File: src/rtl/etc_pkg.sv
// rtl/etc_pkg.sv - shared types and constants for the extended-tensor-core tile feeder
package etc_pkg;

    localparam int W_DEFAULT    = 16;
    // Cycles from the core sampling A/B until its result is valid.
    localparam int CORE_LATENCY = 2;

    typedef logic [3:0][W_DEFAULT-1:0]      row_t;
    typedef logic [3:0][3:0][W_DEFAULT-1:0] tile_t;

    // Op tag encoding: zero is a plain multiply-accumulate, anything else is min-mul.
    localparam logic [1:0] OP_MMA = 2'd0;

    function automatic logic is_minmul(input logic [1:0] op);
        return op != OP_MMA;
    endfunction

    typedef enum logic [1:0] {
        FILL  = 2'd0,
        WAIT  = 2'd1,
        ISSUE = 2'd2
    } feeder_state_e;

endpackage

File: src/rtl/etc_credit_counter.sv
// rtl/etc_credit_counter.sv - downstream result-buffer credit counter
//
// Ports:
//   clk, rst_n  - clock, asynchronous active-low reset
//   issue       - a tile pair is issued this cycle (consumes one slot)
//   credit_ret  - downstream freed one slot this cycle
//   count       - current credit count, resets to CREDITS
//   nonzero     - count != 0
//   err         - sticky: a credit came back while already full
module etc_credit_counter #(
    parameter int CREDITS = 4
) (
    input  logic       clk,
    input  logic       rst_n,
    input  logic       issue,
    input  logic       credit_ret,
    output logic [3:0] count,
    output logic       nonzero,
    output logic       err
);

    localparam logic [3:0] MAX_CREDITS = 4'(CREDITS);

    logic [3:0] r_count;
    logic       r_err;

    always_ff @(posedge clk or negedge rst_n) begin
        if (!rst_n) begin
            r_count <= MAX_CREDITS;
            r_err   <= 1'b0;
        end else begin
            // Issue plus return in the same cycle cancel out.
            if (issue && !credit_ret) begin
                r_count <= r_count - 4'd1;
            end else if (credit_ret && !issue) begin
                if (r_count == MAX_CREDITS) begin
                    r_err <= 1'b1;
                end else begin
                    r_count <= r_count + 4'd1;
                end
            end
        end
    end

    assign count   = r_count;
    assign nonzero = (r_count != 4'd0);
    assign err     = r_err;

endmodule

File: src/rtl/etc_tile_feeder.sv
// rtl/etc_tile_feeder.sv - assembles 4x4 A/B tiles from a row stream and issues them to the core
//
// Ports:
//   clk, rst_n            - clock, asynchronous active-low reset
//   in_valid/in_ready     - row beat handshake; 4 A rows then 4 B rows per tile pair
//   in_row, in_op         - row data (element [j] = column j); op tag taken on beat 0
//   core_inA/core_inB     - tiles to the core; live buffer during ISSUE, held copy otherwise
//   core_op               - op to the core, updated at the end of the ISSUE cycle
//   res_valid/res_op      - core result valid (issue cycle + CORE_LATENCY) and its tag
//   credit_ret            - downstream freed one result slot
//   credits, err_credit   - credit count and sticky over-return flag
module etc_tile_feeder
    import etc_pkg::*;
#(
    parameter int W       = W_DEFAULT,
    parameter int CREDITS = 4
) (
    input  logic                   clk,
    input  logic                   rst_n,
    input  logic                   in_valid,
    output logic                   in_ready,
    input  logic [3:0][W-1:0]      in_row,
    input  logic [1:0]             in_op,
    output logic [3:0][3:0][W-1:0] core_inA,
    output logic [3:0][3:0][W-1:0] core_inB,
    output logic [1:0]             core_op,
    output logic                   res_valid,
    output logic [1:0]             res_op,
    input  logic                   credit_ret,
    output logic [3:0]             credits,
    output logic                   err_credit
);

    feeder_state_e r_state;
    feeder_state_e w_state_nxt;

    logic [2:0]             r_beat;
    logic [1:0]             r_op_buf;
    logic [3:0][3:0][W-1:0] r_buf_a;
    logic [3:0][3:0][W-1:0] r_buf_b;
    logic [3:0][3:0][W-1:0] r_held_a;
    logic [3:0][3:0][W-1:0] r_held_b;
    logic [1:0]             r_core_op;

    logic [CORE_LATENCY-1:0]       r_res_v;
    logic [CORE_LATENCY-1:0][1:0]  r_res_op;

    logic w_accept;
    logic w_last_beat;
    logic w_issue;
    logic w_fill_ready;
    logic w_cred_nonzero;

    assign w_accept    = in_valid && in_ready;
    assign w_last_beat = w_accept && (r_beat == 3'd7);
    assign w_issue     = (r_state == ISSUE);

    // Gated by rst_n so the handshake is closed while reset is held,
    // even though the state register already sits in FILL.
    assign in_ready = rst_n && w_fill_ready;

    etc_credit_counter #(
        .CREDITS (CREDITS)
    ) u_credit (
        .clk        (clk),
        .rst_n      (rst_n),
        .issue      (w_issue),
        .credit_ret (credit_ret),
        .count      (credits),
        .nonzero    (w_cred_nonzero),
        .err        (err_credit)
    );

    always_ff @(posedge clk or negedge rst_n) begin
        if (!rst_n) begin
            r_state <= FILL;
        end else begin
            r_state <= w_state_nxt;
        end
    end

    // A credit returned this cycle counts as available for the issue decision.
    always_comb begin
        w_state_nxt  = r_state;
        w_fill_ready = 1'b0;
        case (r_state)
            FILL: begin
                w_fill_ready = 1'b1;
                if (w_last_beat) begin
                    w_state_nxt = (w_cred_nonzero || credit_ret) ? ISSUE : WAIT;
                end
            end
            WAIT: begin
                if (w_cred_nonzero || credit_ret) begin
                    w_state_nxt = ISSUE;
                end
            end
            ISSUE: begin
                w_state_nxt = FILL;
            end
            default: begin
                w_state_nxt = FILL;
            end
        endcase
    end

    always_ff @(posedge clk or negedge rst_n) begin
        if (!rst_n) begin
            r_beat   <= 3'd0;
            r_op_buf <= 2'd0;
            r_buf_a  <= '0;
            r_buf_b  <= '0;
        end else if (w_accept) begin
            if (!r_beat[2]) begin
                r_buf_a[r_beat[1:0]] <= in_row;
            end else begin
                r_buf_b[r_beat[1:0]] <= in_row;
            end
            if (r_beat == 3'd0) begin
                r_op_buf <= in_op;
            end
            r_beat <= r_beat + 3'd1;
        end
    end

    // The assembly buffer cannot change during ISSUE (in_ready is low), so
    // capturing it at the closing edge gives the same value the core saw.
    always_ff @(posedge clk or negedge rst_n) begin
        if (!rst_n) begin
            r_held_a  <= '0;
            r_held_b  <= '0;
            r_core_op <= 2'd0;
        end else if (w_issue) begin
            r_held_a  <= r_buf_a;
            r_held_b  <= r_buf_b;
            r_core_op <= r_op_buf;
        end
    end

    assign core_inA = w_issue ? r_buf_a : r_held_a;
    assign core_inB = w_issue ? r_buf_b : r_held_b;
    assign core_op  = r_core_op;

    always_ff @(posedge clk or negedge rst_n) begin
        if (!rst_n) begin
            r_res_v  <= '0;
            r_res_op <= '0;
        end else begin
            r_res_v  <= {r_res_v[CORE_LATENCY-2:0], w_issue};
            r_res_op <= {r_res_op[CORE_LATENCY-2:0], r_op_buf};
        end
    end

    assign res_valid = r_res_v[CORE_LATENCY-1];
    assign res_op    = r_res_op[CORE_LATENCY-1];

endmodule

File: config.mk
export PLATFORM = sky130hd
export DESIGN_NAME = etc_tile_feeder
export DESIGN_NICKNAME = d
export VERILOG_FILES = /design/src/rtl/etc_pkg.sv /design/src/rtl/etc_credit_counter.sv /design/src/rtl/etc_tile_feeder.sv
export SDC_FILE = /design/constraint.sdc
export NUM_CORES = 2
export LEC_CHECK = 0
export CORE_MARGIN = 3
export CORE_UTILIZATION = 49
export DETAILED_ROUTE_END_ITERATION = 10
export PLACE_DENSITY = 0.88
export SYNTH_ARGS = -nofsm -noshare
export SYNTH_HDL_FRONTEND = slang
export SYNTH_SLANG_ARGS = --single-unit
File: constraint.sdc
create_clock -name clk -period 2.03 [get_ports clk]
set_input_delay 0.5075 -clock clk [delete_from_list [all_inputs] [get_ports clk]]
set_output_delay 0.5075 -clock clk [all_outputs]
set_load 0.005 [all_outputs]
# Word level (Yosys, flattened, before mapping)
# Index checks and enable logic that the tools add are counted.
# W data, S select, Z words.
[op_classes]
bitwise_logic = 2
addsub = 3
reduce_logical = 19
n_eq_ne = 7
n_lt_le_gt_ge = 2
n_mux = 14
[op_table]
columns = ["op", "count"]
rows = [
  ["$bwmux W256", 2],
  ["$mux W256", 2],
  ["$demux W64 S2", 1],
  ["$mux W64", 1],
  ["$mux W4", 3],
  ["$reduce_and A2 Y1", 5],
  ["$logic_and A1 B1 Y1", 6],
  ["$mux W2", 3],
  ["$add A4 B1 Y4 const B", 1],
  ["$eq A4 B3 Y1 const B", 1],
  ["$ne A2 B2 Y1 const B", 2],
  ["$pmux W2 S2", 1],
  ["$reduce_bool A4 Y1", 1],
  ["$sub A4 B1 Y4 const B", 1],
  ["$add A3 B1 Y3 const B", 1],
  ["$eq A3 B3 Y1 const B", 1],
  ["$logic_not A3 Y1", 1],
  ["$lt A2 B3 Y1 const B", 1],
  ["$reduce_and A3 Y1", 1],
  ["$eq A2 B1 Y1 const B", 1],
  ["$eq A2 B2 Y1 const B", 1],
  ["$ge A2 B1 Y1 const B", 1],
  ["$logic_not A1 Y1", 2],
  ["$logic_not A2 Y1", 1],
  ["5 further kinds", 6],
]
[word_totals]
input_bits = 70
wordCells = 120
out_inout_bits = 523
reg_bits = 1044

# Depth between registers and ports, before layout
[logic_depth]
ltp_word = 7
mapped_depth = 10
mapped_depth_nobuf = 8

# By module
# From an unflattened synthesis, not the netlist that was laid out.
[hier_totals]
hier_cells = 2241
hier_area_um2 = 38854.8
[modules_own_cells]
columns = ["module", "area_per_inst_um2", "cells_each", "instances", "seq_area_each_um2"]
rows = [
  ["etc_tile_feeder", 38505.7, 2208, 1, 25999.9],
  ["etc_credit_counter", 349.1, 33, 1, 126.4],
]

# Least setup slack after synthesis
# No wires, ideal clock.
[synth_timing]
path_type = "reg2reg"
from = "register r_state[1]"
to = "register u_credit.r_count[3], in the netlist u_credit.count[3]"
slack_ps = -133
path_stages_with_launch = 8
period_less_slack_ps = 2163
arrival_time_ps = 2084
path_cell_list = "dfrtp_1 nor2b_1 buf_2 buf_1 ha_1 or3b_2 a31oi_1 xor2_1"
[synth_via]
elab_chain_len = 5
[synth_rtl]
columns = ["item", "line", "source"]
rows = [
  ["from (decl)", "etc_tile_feeder.sv:34", "feeder_state_e r_state;"],
  ["from (signal assigned)", "etc_tile_feeder.sv:78", "r_state <= w_state_nxt;"],
  ["$eq A2 B2 Y1 (*)", "etc_tile_feeder.sv:56", "assign w_issue = (r_state == ISSUE);"],
  ["net u_credit.issue", "etc_credit_counter.sv:15", "input logic issue,"],
  ["$logic_not A1 Y1", "etc_credit_counter.sv:35", "end else if (credit_ret && !issue) begin"],
  ["$logic_and A1 B1 Y1", "etc_credit_counter.sv:35", ""],
  ["$reduce_bool A2 Y1 (no line)", "-", ""],
  ["$reduce_and A2 Y1 (no line)", "-", ""],
  ["to (signal assigned)", "etc_credit_counter.sv:34", "r_count <= r_count - 4'd1;"],
  ["to (signal assigned)", "etc_credit_counter.sv:39", "r_count <= r_count + 4'd1;"],
  ["to (decl)", "etc_credit_counter.sv:24", "logic [3:0] r_count;"],
]
# The timed path passes the listed nets; every way through them passes the cells marked *.
# A chain may end at the register's enable or synchronous reset.

==> impl_results.md <==
* Crit Path Class: reg -> out
* Commonest non-fill, non-tap cell in the layout: nand2_1
* First-pass GRT wire length at 187 mm
* Ports at 593
* DIE HEIGHT at 290 um
* Register Area at 26,100 um^2
* Final Hold Fails at 0
* Most frequent cells in the layout: nand2_1 (1,132), dfrtp_1 (1,043), mux2_2 (359)
* Synth warn at 0
* Yosys reg bits at 1,044
* Area growth syn-to-layout at 44.0%
* Crit-path max cell delay at 0.41 ns
* Clk sinks at 1,044
* Filler cell count at 4,303
* Failing checks: negative setup slack
* First DRT Iteration DRCs at 3,447
* Sequential share of the synthesized area at 66.0%
* Worst setup SP type: flip-flop
* WP data required at 1.52 ns
* Worst vdd ir at 1070 uV
* Cell Count, Final, Fillers Out at 5,385
* Post-DP HPWL at 76.1 mm
* Flop pwr share at 41.8%
* CP endpoint kind: output pin
* Final setup TNS at -360.79 ns
* Synth cell types at 35
* CORE AREA at 79,500 um^2
* Critical path's top delay family: buffers and inverters
* Worst hold path type: in -> async
* Worst-Skew Late Latency at 0.67 ns
* Critical path peak fanout at 7
* H-tree levels at 3
* Max-cap viol count at 0
* Final Cycle Share at 143%
* DRC Markers at 0
* Final clock skew at 0.0410 ns
* Drt wl/cell at 28.3 um
* CP cell instances: nor2b_4 > buf_12 > clkinv_8 > buf_12 > buf_12 > buf_4 > nand2_1 > nand2_1 > dlymetal6s2s_1
* Average size of a mapped cell at 11.9 um^2
* IO Port Bufs at 592
* P_int at 57,100 uW
* Die area at 84,200 um^2
* Row Count at 103
* Synthesized net count at 3,400
* Initial antenna violation count at 7
* Final Max Tran Viols at 0
* Cell Pwr Density at 1510 nW/um^2
* Crit-path slowest cell: dfrtp_1
* Post-Route WL at 152 mm
* RSZ-0062 raised after global routing: true
* Tot GR Track Use at 28.7%
* WP data arrival at 2.39 ns
* Gate power share at 34.4%
* Post-Syn Area at 39,600 um^2
* Pre-antenna DRT Iters at 6
* Gr ovfl total at 0
* Inst Count DP at 4,962
* Num CTS Buffers at 104
* Clk network pwr share at 23.8%
* Switching portion of total power at 33.7%
* Clock tree buffer depth at 3
* Final WS setup at -0.872 ns
* Final Util at 71.7%
* Largest net degree at the start of global routing at 135
* Leak at 0.0328 uW
* Vias per Instance at 5.92
* Fmax at 0.345 GHz
* Syn Inst Count at 3,321
* Net Switching at 29,000 uW
* CTS tree: built
* Post-layout min period at 2.90 ns
* Fin nets at 4,333
* Worst-Margin Slew at 0.883 ns
* CP bufs+invs at 6
* Clk slew on worst S/H paths at 0.07 ns
* Multi-input gate area at 14,400 um^2
* Min Hold Slack at 0.121 ns
* Share of layout cells above drive strength 1 at 38.7%
* CTS Root Cell: clkbuf_16
* Initial Util at 49.8%
* Vias in the first global route at 31,200
* Max-slew headroom at 41.2%
* Die Wd at 290 um
* Final setup violation count at 543
* Worst path most repeated cell: buf_12
* Final ANT Viol Nets at 0
* Status: finished, violations left
* Via count at 31,900
* Tot Pwr at 86,100 uW
* Placer Congestion at 0.841
==> cell families after synthesis <==
family                   Yosys count  share of synthesized area, %
AND/OR/NAND/NOR                 1569                          15.2
flip-flops                      1044                          66.0
multiplexers                     516                          15.7
buffers and inverters            170                          2.58
adder cells (fa/ha/maj)            9                         0.285
AO/OA/AOI/OAI                      8                         0.133
XOR/XNOR                           5                         0.111
==> layer usage <==
layer / track usage, % / vias to the layer above / wire length [um]
met1: 35.5 / 16100 / 52600
met3: 6.87 / 835 / 15400
met2: 47.4 / 2504 / 71900
met4: 14.5 / 10 / 12400
li1: - / 12500 / -
met5: 0 / - / 69
==> synth_stat cells <==
cell,n,share of area (%)
mux2_1,53,1.5
xor2_1,2,0.044
xnor2_1,3,0.066
buf_12,1,0.051
nand2_1,1548,15
buf_1,10,0.095
a31o_2,1,0.022
clkbuf_1,102,0.97
o21ai_0,1,0.013
nand2_8,4,0.20
dfrtp_1,1043,66
nor3b_1,1,0.019
dfstp_2,1,0.066
a211oi_1,1,0.019
inv_1,4,0.038
ha_1,9,0.28
buf_6,47,1.3
a211o_1,1,0.022
nor2_1,1,0.0095
mux2_4,104,3.9
a31oi_1,2,0.032
and2_4,1,0.022
buf_2,4,0.051
or3b_2,1,0.022
mux2_2,359,10
nand2b_1,1,0.016
nand2_2,4,0.063
nor2b_1,2,0.032
a21oi_1,2,0.025
nand4b_1,1,0.022
nor3_1,2,0.025
and4bb_4,1,0.041
and2b_4,1,0.025
buf_4,2,0.038
nand3b_1,1,0.019
==> sequential cells by signal, summed over array words and instances (netlist names), 2 cells and up <==
signal and count:
r_state 2, core_op 2, r_op_buf 2, res_op 2
u_credit.count 4, r_res_v 2, r_held_b 256, r_held_a 256
r_buf_b 256, r_beat 3, r_buf_a 256, r_res_op 2
==> power by group through the flow <==
stage / logic, uW / clock network, uW / registers (uW)
2_1_floorplan: 11600 / 0 / 32800
3_3_place_gp: 24300 / 0 / 33600
3_5_place_dp: 25300 / 0 / 34200
4_1_cts: 26000 / 20200 / 34200
5_1_grt: 31100 / 21400 / 36300
6_report: 29600 / 20500 / 36000
==> layout make-up <==
type | instances | share of cell area, %
flip-flops and latches | 1044 | 45.8
multi-input cells | 2107 | 25.2
repair buffers | 992 | 20.3
clock buffers | 137 | 5.08
well taps | 1050 | 2.31
clock inverters | 47 | 1.19
inverters | 4 | 0.0724
repair inverters | 1 | 0.0285
diodes | 3 | 0.0132
==> through the flow <==
step           worst slack, ns  cell area [um^2]
3_5_place_dp            -0.372             47900
4_1_cts                  -1.07             52300
3_3_place_gp            -0.365             47900
2_1_floorplan           0.0237             39600
6_report                -0.872             57000
5_1_grt                 -0.956             57000
==> worst register-to-register path: stages, from the launching register on <==
cell	delay [ns]
dfrtp_1	0.41
nor2b_4	0.16
buf_12	0.18
clkinv_16	0.10
buf_12	0.17
buf_12	0.15
buf_16	0.15
nand2_4	0.06
nand2_2	0.06
buf_4	0.13
buf_4	0.12
buf_4	0.12
buf_4	0.12
buf_4	0.13
buf_4	0.12
buf_4	0.12
buf_4	0.12
buf_4	0.12
buf_4	0.12
==> worst paths after layout <==
kind                              from  cells after the start  slack [ns]             to
min reg2reg                r_res_op[0]                      0        0.36      res_op[0]
max in group asynchronous        rst_n                      3        1.05  r_held_a[201]
max reg2reg                 r_state[0]                     18       -0.72   r_held_a[10]
max                         r_state[0]                      9       -0.87  core_inA[249]
min in group clk           r_res_op[0]                      0        0.36      res_op[0]
min                              rst_n                      3        0.12   r_held_b[30]
==> repair_timing <==
| item | in CTS | in global routing |
|---|---|---|
| pin swaps | 10 | 200 |
| endpoints found under the hold margin | 2 | 0 |
| endpoints found under the setup margin | 526 | 551 |
| hold buffers | 1 | 0 |
| gates resized for setup | 295 | 1400 |
| gates cloned | 9 | 49 |
| setup buffers | 32 | 147 |
No activity file was read; power rests on OpenSTA's default activity.
